<file path="config.mk">
export PLATFORM = sky130hd
export DESIGN_NAME = data_mem_pipe
export DESIGN_NICKNAME = d
export VERILOG_FILES = /design/src/rtl/data_mem_pkg.sv /design/src/rtl/data_mem_core.sv /design/src/rtl/data_mem_pipe.sv
export SDC_FILE = /design/constraint.sdc
export NUM_CORES = 2
export LEC_CHECK = 0
export CELL_PAD_IN_SITES_DETAIL_PLACEMENT = 2
export CELL_PAD_IN_SITES_GLOBAL_PLACEMENT = 2
export CORE_MARGIN = 2
export CORE_UTILIZATION = 45
export CTS_BUF_LIST = sky130_fd_sc_hd__clkbuf_4 sky130_fd_sc_hd__clkbuf_8 sky130_fd_sc_hd__clkbuf_16
export DETAILED_ROUTE_END_ITERATION = 16
export GPL_ROUTABILITY_DRIVEN = 1
export GPL_TIMING_DRIVEN = 0
export PLACE_DENSITY = 0.78
export SLEW_MARGIN = 15
export SYNTH_ARGS = -nofsm -noshare
export SYNTH_HDL_FRONTEND = slang
export SYNTH_SLANG_ARGS = --single-unit
</file>
<file path="constraint.sdc">
create_clock -name clk -period 4.82 [get_ports clk]
set_clock_uncertainty 0.1 [all_clocks]
set_input_delay 0.723 -clock clk [delete_from_list [all_inputs] [get_ports clk]]
set_output_delay 0.723 -clock clk [all_outputs]
set_load 0.1 [all_outputs]
</file>
<file path="src/rtl/data_mem_pkg.sv">
// Shared definitions for the data memory pipeline.
//   state_e   : controller states (CLEAR zero-fills the array, IDLE serves requests)
//   DEF_W     : default data word width
//   DEF_DEPTH : default number of words
package data_mem_pkg;

   typedef enum logic {
      CLEAR = 1'b0,
      IDLE  = 1'b1
   } state_e;

   localparam int DEF_W     = 8;
   localparam int DEF_DEPTH = 256;

endpackage

</file>
<file path="src/rtl/data_mem_core.sv">
// Storage array for the data memory pipeline: one synchronous write port and
// one combinational read port. The array has no reset; zeroing is done by the
// controller writing every word.
//   clk     : clock
//   we_i    : write enable (caller guarantees waddr_i < DEPTH when set)
//   waddr_i : write word address
//   wdata_i : write data
//   raddr_i : read word address (result is don't-care when >= DEPTH)
//   rdata_o : word at raddr_i
module data_mem_core
   import data_mem_pkg::*;
#(
   parameter int W     = DEF_W,
   parameter int DEPTH = DEF_DEPTH,
   parameter int AW    = (DEPTH > 1) ? $clog2(DEPTH) : 1
) (
   input  logic          clk,
   input  logic          we_i,
   input  logic [AW-1:0] waddr_i,
   input  logic [W-1:0]  wdata_i,
   input  logic [AW-1:0] raddr_i,
   output logic [W-1:0]  rdata_o
);

   logic [W-1:0] mem_q [DEPTH];

   always_ff @(posedge clk) begin
      if (we_i) begin
         mem_q[waddr_i] <= wdata_i;
      end
   end

   assign rdata_o = mem_q[raddr_i];

endmodule

</file>
<file path="src/rtl/data_mem_pipe.sv">
// Data memory with a one-cycle request pipeline, post-reset zero-fill,
// result forwarding and out-of-range protection.
//   clk         : clock, all state changes on the rising edge
//   reset       : asynchronous, active-low reset
//   req_valid   : request present this cycle
//   req_ready   : request accepted this cycle (high only in IDLE)
//   req_we      : 1 = write, 0 = read
//   Mem_to_Reg  : 1 = result from memory, 0 = result is ALUResult
//   DataAddress : word address
//   DataIn      : write data
//   ALUResult   : bypass value carried with the request
//   DataOut     : result of the accepted request, held between results
//   out_valid   : one-cycle pulse, one cycle after acceptance
//   init_done   : zero-fill finished (high out of reset when fill is disabled)
//   addr_err    : sticky, set by any accepted out-of-range access
module data_mem_pipe
   import data_mem_pkg::*;
#(
   parameter int W              = DEF_W,
   parameter int DEPTH          = DEF_DEPTH,
   parameter int CLEAR_ON_RESET = 1,
   localparam int AW            = (DEPTH > 1) ? $clog2(DEPTH) : 1
) (
   input  logic          clk,
   input  logic          reset,
   input  logic          req_valid,
   output logic          req_ready,
   input  logic          req_we,
   input  logic          Mem_to_Reg,
   input  logic [AW-1:0] DataAddress,
   input  logic [W-1:0]  DataIn,
   input  logic [W-1:0]  ALUResult,
   output logic [W-1:0]  DataOut,
   output logic          out_valid,
   output logic          init_done,
   output logic          addr_err
);

   localparam state_e        RST_STATE     = (CLEAR_ON_RESET != 0) ? CLEAR : IDLE;
   localparam logic          RST_INIT_DONE = (CLEAR_ON_RESET == 0) ? 1'b1 : 1'b0;
   // One extra bit so DEPTH itself is representable when DEPTH == 2**AW.
   localparam logic [AW:0]   DEPTH_C       = (AW+1)'(DEPTH);
   localparam logic [AW-1:0] LAST_ADDR     = AW'(DEPTH - 1);

   state_e        state_q, state_d;
   logic [AW-1:0] clr_addr_q, clr_addr_d;
   logic          out_valid_q, out_valid_d;
   logic [W-1:0]  dout_q, dout_d;
   logic          addr_err_q, addr_err_d;
   logic          init_done_q, init_done_d;

   logic          clearing;
   logic          accept;
   logic          in_range;
   logic          mem_we;
   logic [AW-1:0] mem_waddr;
   logic [W-1:0]  mem_wdata;
   logic [W-1:0]  mem_rdata;
   logic [W-1:0]  mem_res;
   logic [W-1:0]  result;

   assign clearing  = (state_q == CLEAR);
   assign req_ready = (state_q == IDLE);
   assign accept    = req_valid && req_ready;
   assign in_range  = ({1'b0, DataAddress} < DEPTH_C);

   // The fill owns the write port while clearing; requests are not accepted
   // then, so they can never reach the array or the counter.
   assign mem_we    = clearing || (accept && req_we && in_range);
   assign mem_waddr = clearing ? clr_addr_q : DataAddress;
   assign mem_wdata = clearing ? '0 : DataIn;

   data_mem_core #(
      .W     (W),
      .DEPTH (DEPTH),
      .AW    (AW)
   ) u_core (
      .clk     (clk),
      .we_i    (mem_we),
      .waddr_i (mem_waddr),
      .wdata_i (mem_wdata),
      .raddr_i (DataAddress),
      .rdata_o (mem_rdata)
   );

   // A write returns the data it stores (the array only updates on the same
   // edge). Anything out of range reads as zero, including a dropped write.
   always_comb begin
      mem_res = '0;
      if (in_range) begin
         mem_res = req_we ? DataIn : mem_rdata;
      end
      result = Mem_to_Reg ? mem_res : ALUResult;
   end

   always_comb begin
      state_d     = state_q;
      clr_addr_d  = clr_addr_q;
      init_done_d = init_done_q;
      out_valid_d = accept;
      dout_d      = accept ? result : dout_q;
      addr_err_d  = addr_err_q || (accept && !in_range);
      case (state_q)
         CLEAR: begin
            if (clr_addr_q == LAST_ADDR) begin
               state_d     = IDLE;
               clr_addr_d  = '0;
               init_done_d = 1'b1;
            end else begin
               clr_addr_d  = clr_addr_q + AW'(1);
            end
         end
         IDLE: begin
            state_d = IDLE;
         end
         default: begin
            state_d = RST_STATE;
         end
      endcase
   end

   always_ff @(posedge clk or negedge reset) begin
      if (!reset) begin
         state_q     <= RST_STATE;
         clr_addr_q  <= '0;
         out_valid_q <= 1'b0;
         dout_q      <= '0;
         addr_err_q  <= 1'b0;
         init_done_q <= RST_INIT_DONE;
      end else begin
         state_q     <= state_d;
         clr_addr_q  <= clr_addr_d;
         out_valid_q <= out_valid_d;
         dout_q      <= dout_d;
         addr_err_q  <= addr_err_d;
         init_done_q <= init_done_d;
      end
   end

   assign DataOut   = dout_q;
   assign out_valid = out_valid_q;
   assign init_done = init_done_q;
   assign addr_err  = addr_err_q;

endmodule
</file>
==> impl_metrics.py <==
metrics = {
    "outcome": {
        "outcome": "finished with violations",
        "violations": "capacitance limit, setup timing",
    },
    "floorplanning": {
        "die_w_um": 429,
        "rows": 156,
        "die_area_um2": 184000,
        "core-area_um2": 180000,
        "initial_core_util": 0.451,
        "fp.dieH_um": 429,
        "top_level_ports": 41,
    },
    "timing": {
        "setup_ws_ns": -0.578,
        "fin_crit_sh": 1.12,
        "slew-limit-headroom": 0.0291,
        "finalSetupTns_ns": -178.07,
        "finalHoldViolations": 0,
        "drv_slew": 0,
        "worst_pin_slew_ns": 1.42,
        "clock.fmax_mhz": 185,
        "rsz0062_at_grt": "yes",
        "setup_viol": 1205,
        "fin_crit_ns": 5.40,
    },
    "global_routing": {
        "gr-usage-all-layers": 0.451,
        "grt_overflow": 0,
        "grt_max_degree": 81,
        "antenna_found_initial": 77,
        "grt_first_pass_wirelength_um": 533000,
        "first_global_vias": 51300,
    },
    "yosys": {
        "yosysWarnings": 0,
        "ys.flop_type": "edfxtp_1",
        "syn_area_um2": 81300,
        "syn-num-nets": 4047,
        "avgSynthCellArea_um2": 20.2,
        "ys_seq_area_frac": 0.762,
        "synth.distinct_cells": 71,
        "yosysTopAreaCellShare": 0.756,
        "synth_most_common_cell": "edfxtp_1",
        "synth_area_leaders": "edfxtp_1, mux4_2, mux2i_1",
        "synth_cells": 4017,
        "async_flop_share": 0.00919,
        "yosys_register_bits": 2067,
        "synth_edf_count": 2048,
        "synth_top_area_cell": "edfxtp_1",
        "synthTopCellsByCount": "edfxtp_1, mux4_2, nor2_1",
    },
    "place": {
        "place.gp.congestion": 1.05,
        "portBuffers": 35,
        "dp_slack_ns": -2.96,
        "dp.final_hpwl_um": 271000,
        "dpl.cell_count": 6481,
    },
    "detailed_routing": {
        "drc": 0,
        "totalWireLength_um": 416000,
        "vias": 53300,
        "ant_nets": 0,
        "dr_wl_met3_um": 62000,
        "drt_iter0_drc": 11100,
        "wl_met1_um": 134000,
        "wl_met2_um": 177000,
        "routed.top_layer": "met5",
        "via_per_inst": 7.69,
        "wl_per_cell_um": 60.1,
        "dr.pass1.iters": 7,
    },
    "final_layout": {
        "seq_area_um2": 62000,
        "fin_nets": 4357,
        "n_fill_cell": 15200,
        "multi_input_area_um2": 19100,
        "stdcell_count": 6929,
        "layout-drive-gt1-share": 0.296,
        "syn_to_final_growth_pct": 16.3,
    },
    "clock_tree": {
        "h-tree-depth": 4,
        "cts.sink_count": 2067,
        "hold_buffers": 0,
        "numCtsBuffers": 213,
        "clkTransAtPathRegs_ns": 0.06,
        "cts.path.max_buffers": 3,
        "cts_tree": "built",
        "cts-root-buf": "clkbuf_16",
        "clk_latency_ns": 0.90,
    },
    "setup_path": {
        "required_ns": 5.42,
        "r2r_start": "req_ready$_DFF_PN0_",
        "rr_worst_depth": 9,
        "path_max_fanout": 11,
        "crit_type": "in -> reg",
        "ff2ff_setup_slack_ns": -0.11,
        "end_kind": "register",
        "start_kind": "primary input",
        "reg2reg_to": "u_core.mem_q[136][1]$_DFFE_PP_",
        "cp.arrival_ns": 6.00,
    },
    "power_and_ir_drop": {
        "power.total_mw": 38.8,
        "ir_drop_uv": 355,
        "leakagePower_nw": 24.6,
        "p_per_area_nw_per_um2": 410,
    },
    "min_path": {
        "worstHoldPathType": "in -> async",
    },
    "flow_run": {
        "timing.max_cap.violations": 1,
    },
}
-- area by class of cell --
type / instances / share of cell area
multi-input combinational: 1695 / 0.201
clock inverter: 136 / 0.0140
antenna: 50 / 0.00132
timing repair buffer: 96 / 0.0176
sequential: 2067 / 0.655
clock buffer: 261 / 0.0607
inverter: 13 / 0.000582
tap: 2370 / 0.0314
buffer: 241 / 0.0177
-- power by group --
part	internal, mW	switching, mW
sequential	19.4	0
clock	9.62	7.75
combinational	0.412	1.54
-- what timing repair did --
action,4_1_cts,5_1_grt
hold endpoints to repair,0,0
pin swaps,2,0
resized for setup,338,66
endpoints found under the setup margin,2056,1171
setup buffers,2,0
-- kinds of logic (layout without fill, tap and decap cells) --
group,after synthesis,count (layout),synth area share
DFF,2067,2067,0.762
buffers and inverters,255,747,0.0188
adders and majority gates,1,1,0.000154
and+or+nand+nor,652,652,0.0352
muxes,667,667,0.152
AOI/OAI and AO/OA,369,369,0.0313
xor gates and xnor gates,5,5,0.000539
other,1,51,0.0000461
-- cells in the final DEF (no fill, tap or decap), types with 64 or more instances in the layout --
cell type and n:
nand2_1 116, nor2_2 96, edfxtp_1 2048, mux2i_1 194, mux4_2 439, clkbuf_16 216
nor2_1 121, nor2_4 110, a21oi_1 64, buf_4 74
-- sequential cells by signal (all words and copies together) (netlist names) --
register,count
DataOut,8
clr_addr_q,8
init_done,1
out_valid,1
req_ready,1
u_core.mem_q,2048
-- critical path: stages --
cell	delay (ns)
buf_4	0.33
buf_2	0.47
buf_2	0.86
buf_4	0.60
buf_4	0.73
mux4_2	0.43
a22oi_1	0.23
nand3_1	0.34
a31oi_1	0.85
o211ai_1	0.33
-- per-layer routing --
| layer | vias up | GRT usage |
|---|---|---|
| li1 | 17400 | - |
| met1 | 27900 | 0.536 |
| met2 | 6187 | 0.634 |
| met3 | 1815 | 0.192 |
| met4 | 48 | 0.373 |
| met5 | - | 0.0120 |
-- worst max-delay path by stage --
stage,end,depth (start not counted),startpoint
2_1_floorplan,u_core.mem_q[0][7]$_DFFE_PP_,3,req_ready$_DFF_PN0_
3_3_place_gp,u_core.mem_q[192][7]$_DFFE_PP_,2,DataIn[7]
3_5_place_dp,u_core.mem_q[100][4]$_DFFE_PP_,10,DataAddress[2]
4_1_cts,u_core.mem_q[9][3]$_DFFE_PP_,11,DataAddress[0]
5_1_grt,u_core.mem_q[206][1]$_DFFE_PP_,8,DataAddress[7]
6_report,DataOut[1]$_DFFE_PN0P_,10,DataAddress[1]
-- stage by stage --
| stage | hold slack (ns) | instance area [µm²] | utilization |
|---|---|---|---|
| final | 0.273 | 94600 | 0.525 |
| after global placement | 0.406 | 84600 | 0.470 |
| after detailed placement | 0.464 | 86100 | 0.478 |
| after global routing | 0.338 | 94500 | 0.524 |
| after floorplan | 0.327 | 81300 | - |
| after CTS | 0.282 | 94200 | 0.523 |
Note: power is estimated with default switching activity, not from simulation.
